### src/rtl/storage_arbiter_pkg.sv
// Shared definitions for the matrix-storage arbiter and its clients.
package storage_arbiter_pkg;

    // Storage geometry defaults, kept in step with Matrix_storage.
    localparam int unsigned ADDR_W_DEF = 8;
    localparam int unsigned DATA_W_DEF = 32;

    // Arbitration mode encodings.
    localparam int unsigned ARB_RR    = 0;
    localparam int unsigned ARB_FIXED = 1;

    // Index width for n items; never less than one bit.
    function automatic int unsigned clog2(input int unsigned n);
        int unsigned w;
        for (w = 1; (32'd1 << w) < n; w++) begin
        end
        return w;
    endfunction

endpackage

### src/rtl/storage_arbiter_picker.sv
// Rotating priority picker: first requester at or after the start index, wrapping.
module rr_priority_picker
    import storage_arbiter_pkg::*;
#(
    parameter int unsigned NUM_CH = 3,
    parameter int unsigned IDX_W  = clog2(NUM_CH)
) (
    input  logic [NUM_CH-1:0] i_req,
    input  logic [IDX_W-1:0]  i_start,
    output logic [NUM_CH-1:0] o_gnt,
    output logic [IDX_W-1:0]  o_idx,
    output logic              o_any
);

    logic [IDX_W-1:0] w_cand;

    // Scan channels from the start index upward and keep the first requester.
    always_comb begin
        o_gnt  = '0;
        o_idx  = '0;
        o_any  = 1'b0;
        w_cand = '0;
        for (int unsigned i = 0; i < NUM_CH; i++) begin
            w_cand = IDX_W'((32'(i_start) + i) % NUM_CH);
            if (!o_any && i_req[w_cand]) begin
                o_any         = 1'b1;
                o_idx         = w_cand;
                o_gnt[w_cand] = 1'b1;
            end
        end
    end

endmodule

### src/rtl/storage_arbiter.sv
// N-channel arbiter in front of the single-port matrix storage, with burst locking,
// a starvation guard and tagged read-latency tracking.
module storage_arbiter
    import storage_arbiter_pkg::*;
#(
    parameter int unsigned NUM_CH   = 3,
    parameter int unsigned ADDR_W   = ADDR_W_DEF,
    parameter int unsigned DATA_W   = DATA_W_DEF,
    parameter int unsigned RD_LAT   = 1,
    parameter int unsigned ARB_MODE = ARB_RR,
    parameter int unsigned LOCK_MAX = 16
) (
    input  logic                     clk,
    input  logic                     rst,
    input  logic [NUM_CH-1:0]        i_req,
    input  logic [NUM_CH-1:0]        i_we,
    input  logic [NUM_CH-1:0]        i_lock,
    input  logic [NUM_CH*ADDR_W-1:0] i_addr,
    input  logic [NUM_CH*DATA_W-1:0] i_wdata,
    output logic [NUM_CH-1:0]        o_gnt,
    output logic [NUM_CH-1:0]        o_rvalid,
    output logic [DATA_W-1:0]        o_rdata,
    output logic [ADDR_W-1:0]        o_storage_addr,
    output logic [DATA_W-1:0]        o_storage_data,
    output logic                     o_storage_we,
    input  logic [DATA_W-1:0]        i_storage_rdata,
    output logic                     o_busy
);

    localparam int unsigned IDX_W = clog2(NUM_CH);
    localparam int unsigned CNT_W = clog2(LOCK_MAX + 1);

    logic [IDX_W-1:0]  r_ptr;
    logic              r_lock_vld;
    logic [IDX_W-1:0]  r_lock_ch;
    logic [CNT_W-1:0]  r_lock_cnt;
    logic [RD_LAT-1:0] r_pipe_vld;
    logic [IDX_W-1:0]  r_pipe_id [RD_LAT];

    logic [IDX_W-1:0]  w_start;
    logic [NUM_CH-1:0] w_pick_gnt;
    logic [IDX_W-1:0]  w_pick_idx;
    logic              w_pick_any;
    logic              w_cont;
    logic [IDX_W-1:0]  w_idx;
    logic              w_any;

    // Fixed priority is the rotating picker pinned to start at channel 0.
    assign w_start = (ARB_MODE == ARB_FIXED) ? '0 : r_ptr;

    rr_priority_picker #(
        .NUM_CH (NUM_CH),
        .IDX_W  (IDX_W)
    ) u_picker (
        .i_req   (i_req),
        .i_start (w_start),
        .o_gnt   (w_pick_gnt),
        .o_idx   (w_pick_idx),
        .o_any   (w_pick_any)
    );

    // Lock continuation wins only while the burst budget is not exhausted.
    assign w_cont = r_lock_vld && i_req[r_lock_ch] && (r_lock_cnt < CNT_W'(LOCK_MAX));

    // Select the grantee and drive the storage port from it.
    always_comb begin
        w_idx          = w_pick_idx;
        w_any          = w_pick_any;
        o_gnt          = '0;
        o_storage_addr = '0;
        o_storage_data = '0;
        o_storage_we   = 1'b0;
        if (w_cont) begin
            w_idx = r_lock_ch;
            w_any = 1'b1;
        end
        if (w_any) begin
            o_gnt[w_idx]   = 1'b1;
            o_storage_addr = i_addr[32'(w_idx) * ADDR_W +: ADDR_W];
            o_storage_data = i_wdata[32'(w_idx) * DATA_W +: DATA_W];
            o_storage_we   = i_we[w_idx];
        end
    end

    // Arbitration state: rr pointer, lock owner and burst counter.
    always_ff @(posedge clk or posedge rst) begin
        if (rst) begin
            r_ptr      <= '0;
            r_lock_vld <= 1'b0;
            r_lock_ch  <= '0;
            r_lock_cnt <= '0;
        end else if (w_any) begin
            r_lock_vld <= i_lock[w_idx];
            r_lock_ch  <= w_idx;
            if (w_cont) begin
                r_lock_cnt <= r_lock_cnt + 1'b1;
            end else begin
                r_lock_cnt <= '0;
                r_ptr      <= (w_idx == IDX_W'(NUM_CH - 1)) ? '0 : w_idx + 1'b1;
            end
        end else begin
            r_lock_vld <= 1'b0;
            r_lock_cnt <= '0;
        end
    end

    // Read-tag pipeline; its depth matches the storage read latency.
    always_ff @(posedge clk or posedge rst) begin
        if (rst) begin
            r_pipe_vld <= '0;
            for (int unsigned i = 0; i < RD_LAT; i++) begin
                r_pipe_id[i] <= '0;
            end
        end else begin
            r_pipe_vld[0] <= w_any && !i_we[w_idx];
            r_pipe_id[0]  <= w_idx;
            for (int unsigned i = 1; i < RD_LAT; i++) begin
                r_pipe_vld[i] <= r_pipe_vld[i-1];
                r_pipe_id[i]  <= r_pipe_id[i-1];
            end
        end
    end

    // Return read data to the channel tagged at the pipeline output.
    always_comb begin
        o_rvalid = '0;
        o_rdata  = '0;
        if (r_pipe_vld[RD_LAT-1]) begin
            o_rvalid[r_pipe_id[RD_LAT-1]] = 1'b1;
            o_rdata                       = i_storage_rdata;
        end
    end

    assign o_busy = w_any || (|r_pipe_vld);

endmodule

### config.mk
export PLATFORM = sky130hd
export DESIGN_NAME = storage_arbiter
export DESIGN_NICKNAME = d
export VERILOG_FILES = /design/src/rtl/storage_arbiter_pkg.sv /design/src/rtl/storage_arbiter_picker.sv /design/src/rtl/storage_arbiter.sv
export SDC_FILE = /design/constraint.sdc
export NUM_CORES = 1
export LEC_CHECK = 0
export ABC_AREA = 1
export CAP_MARGIN = 5
export CORE_AREA = 2 2 94 96
export CTS_BUF_LIST = sky130_fd_sc_hd__clkbuf_8 sky130_fd_sc_hd__clkbuf_16
export DETAILED_ROUTE_END_ITERATION = 12
export DIE_AREA = 0 0 96 98
export PLACE_DENSITY = 0.78
export SLEW_MARGIN = 20
export SYNTH_ARGS = -nofsm -noshare
export SYNTH_HDL_FRONTEND = slang
export SYNTH_SLANG_ARGS = --single-unit
### constraint.sdc
create_clock -name clk -period 5.6 [get_ports clk]
set_input_delay 1.12 -clock clk [delete_from_list [all_inputs] [get_ports clk]]
set_output_delay 1.12 -clock clk [all_outputs]
set_load 0.005 [all_outputs]
==> metrics <==
CP max FO=32; antenna violations before repair=0; CTS sink cnt=13; starting density of the core=between 20% and 30%; Hold Path Class=reg -> reg; FP Rows=34; footprint of the multi-input gates=between 0.001 and 0.0015 mm^2; mux cell area share after synthesis=0%; layout cells sized above 1=approximately 5.6%; Synth area leader=nand3_1; largest net degree at the start of global routing=44; gr usage total=21.0%; routed len/inst=about 13 um; Synthesis Warnings=0; Clock Path Buffers=2; CTS tree=done; utilization after layout=between 50 and 60%; vias in the first global route=3512; Final min period=approximately 4.9 ns; FILL cells=approximately 780; register area=~330 um^2; via count=3647; Post-Synth Simple-Gate Area=58.9%; initial DRC count=between 100 and 150; Final Skew=0.000756 ns; CTS Buf Count=3; Req. time, crit path=4.48 ns; worst vdd ir=0.000505 V; Pleak=about 0.0025 uW; # diodes=0; Die Y=between 90 and 100 um; Die ar.=0.00941 mm^2; global-route wire length before repair=around 16000 um; IO Port Bufs=~240; post-synthesis compound-gate area fraction=around 2.7%; Root Driver=clkbuf_8; headroom to the max-slew limit=a little under two fifths; Synth Instances=440; sequential area share after synthesis=between 10 and 15%; Fmax=just over 200 MHz; area grow syn2layout=108%; Via density=4.72; clk_lat worst skew=between 0.2 and 0.25 ns; cts hold-fix bufs=0; count of pins over their slew limit=0; # nets final=between 800 and 900; Worst setup SP type=input port; DR DRC count=0; Synth top area share=about a quarter; post-CTS setup buffers=0; largest family of logic cells by synthesized area=simple AND/OR/NAND/NOR gates; endpoint class of the critical path=primary output; RSZ-0062 raised after global routing=no; Die Wd=around 96 um; PwrDens=721 mW/mm^2; Synth Area in XOR/XNOR=less than 1%; Worst-Margin Slew=0.933 ns; Final Hold Fails=0; I/O pins=about 240; H-tree levels=1; total grt overflow=0; Routed Antenna Nets=0; post-synth net total=slightly above 600; Mapped Avg Cell Area=about 5.2 um^2; Placer Congestion=0.959; Clk pin slew, worst setup/hold paths=0.05 ns; period utilization=slightly below 90%; adder-cell area share of the yosys netlist=under 10%; Max Cap Violations=0; drt total wl=between 10000 and 15000 um; data arrival time of the worst path=around 3.8 ns; Setup violations, final=0; synth top area cells=nand3_1 24%, nand2_1 24%, dfrtp_1 14%; synthesized area=approximately 0.0023 mm^2; Core ar.=approximately 0.0085 mm^2; Setup CP Type=in -> out; HPWL after DPL=around 8700 um; Setup TNS=0 ns; drt pass-1 iters=4; # resized after CTS=0; register bit total from synthesis=13; status=complete, no violations; Synth cell types=27
-- path summary, 6_finish.rpt --
check	start	end	slack, ns	depth (start not counted)
worst max register to register	r_ptr[0]	r_pipe_vld	3.08	13
worst max-delay path	i_req[1]	o_storage_data[11]	0.70	12
worst min-delay path	r_lock_cnt[0]	r_lock_cnt[0]	0.46	1
max in group asynchronous	rst	r_lock_vld	4.07	2
min in group asynchronous	rst	r_lock_cnt[3]	1.20	2
worst min register to register	r_lock_cnt[0]	r_lock_cnt[0]	0.46	1
-- cell families after synthesis --
family,Yosys count
XOR/XNOR,1
AND/OR/NAND/NOR,299
flip-flops,13
buffers and inverters,113
adder cells (fa/ha/maj),5
AO/OA/AOI/OAI,9
-- state kept, by name (all words and copies together), names as in the netlist --
signal and count:
r_lock_cnt 5, r_pipe_vld 1, r_ptr 2, r_lock_ch 2, r_pipe_id 2, r_lock_vld 1
-- stage by stage --
stage | hold slack (ns) | total power, uW | area [um^2] | cells | worst slack [ns]
final | 0.460 | 3460 | 4800 | 773 | 0.698
after global routing | 0.483 | 3800 | 4800 | 773 | 0.420
after CTS | 0.468 | 3490 | 4800 | 773 | 0.656
after detailed placement | 0.461 | 3400 | 4750 | 769 | 0.663
after global placement | 0.445 | 3360 | 4750 | 769 | 0.733
after floorplan | 0.433 | 1910 | 2300 | 440 | 2.28
-- metal layers --
layer  global-route usage [%]  vias up  wire length, um
met5                        0        -                0
met4                     6.81        0              291
met3                     5.94       20             1170
met2                     40.1      229             5370
met1                     21.2     1598             3520
li1                         -     1800                -
-- Yosys cell counts (all sizes together) --
master,instances
a21boi,1
a21oi,1
buf,19
clkbuf,7
clkinv,1
dfrtp,13
ha,5
inv,86
nand2,165
nand3,113
nand4,3
nor2,13
nor3,3
nor3b,2
o21ai,5
o22ai,2
xor2,1
-- power breakdown --
part | leakage (uW) | switching, uW | internal, uW
Combinational | 0.00227 | 1630 | 1570
Clock | 0.0000269 | 31.0 | 48.2
Sequential | 0.000169 | 50.6 | 130
-- critical path: stages --
cell,delay (ns)
clkdlybuf4s50_1,0.51
nor2_1,0.06
nor3b_1,0.18
nand3_1,0.18
clkinv_1,0.16
nand2_1,0.15
nand2_4,0.34
nand2_2,0.08
inv_2,0.25
nand2_2,0.06
nand3_1,0.14
clkdlybuf4s50_1,0.54
-- layout make-up --
cell class / count / share of cell area (%)
inverters: 87 / 6.86
clock inverters: 1 / 0.0782
multi-input cells: 314 / 31.1
well taps: 108 / 2.82
flip-flops and latches: 13 / 6.78
repair buffers: 247 / 51.5
clock buffers: 3 / 0.861
-- cell usage in the layout, fill, tap and decap left out, drive strengths merged --
master         instances
o21ai                  5
a21oi                  1
nor2                  13
nand2                165
clkinv                 1
inv                   87
xor2                   1
a21boi                 1
nand4                  3
clkdlybuf4s50        242
nand3                113
nor3                   3
ha                     5
buf                    5
o22ai                  2
nor3b                  2
dfrtp                 13
clkbuf                 3
No activity file was read; power rests on OpenSTA's default activity.
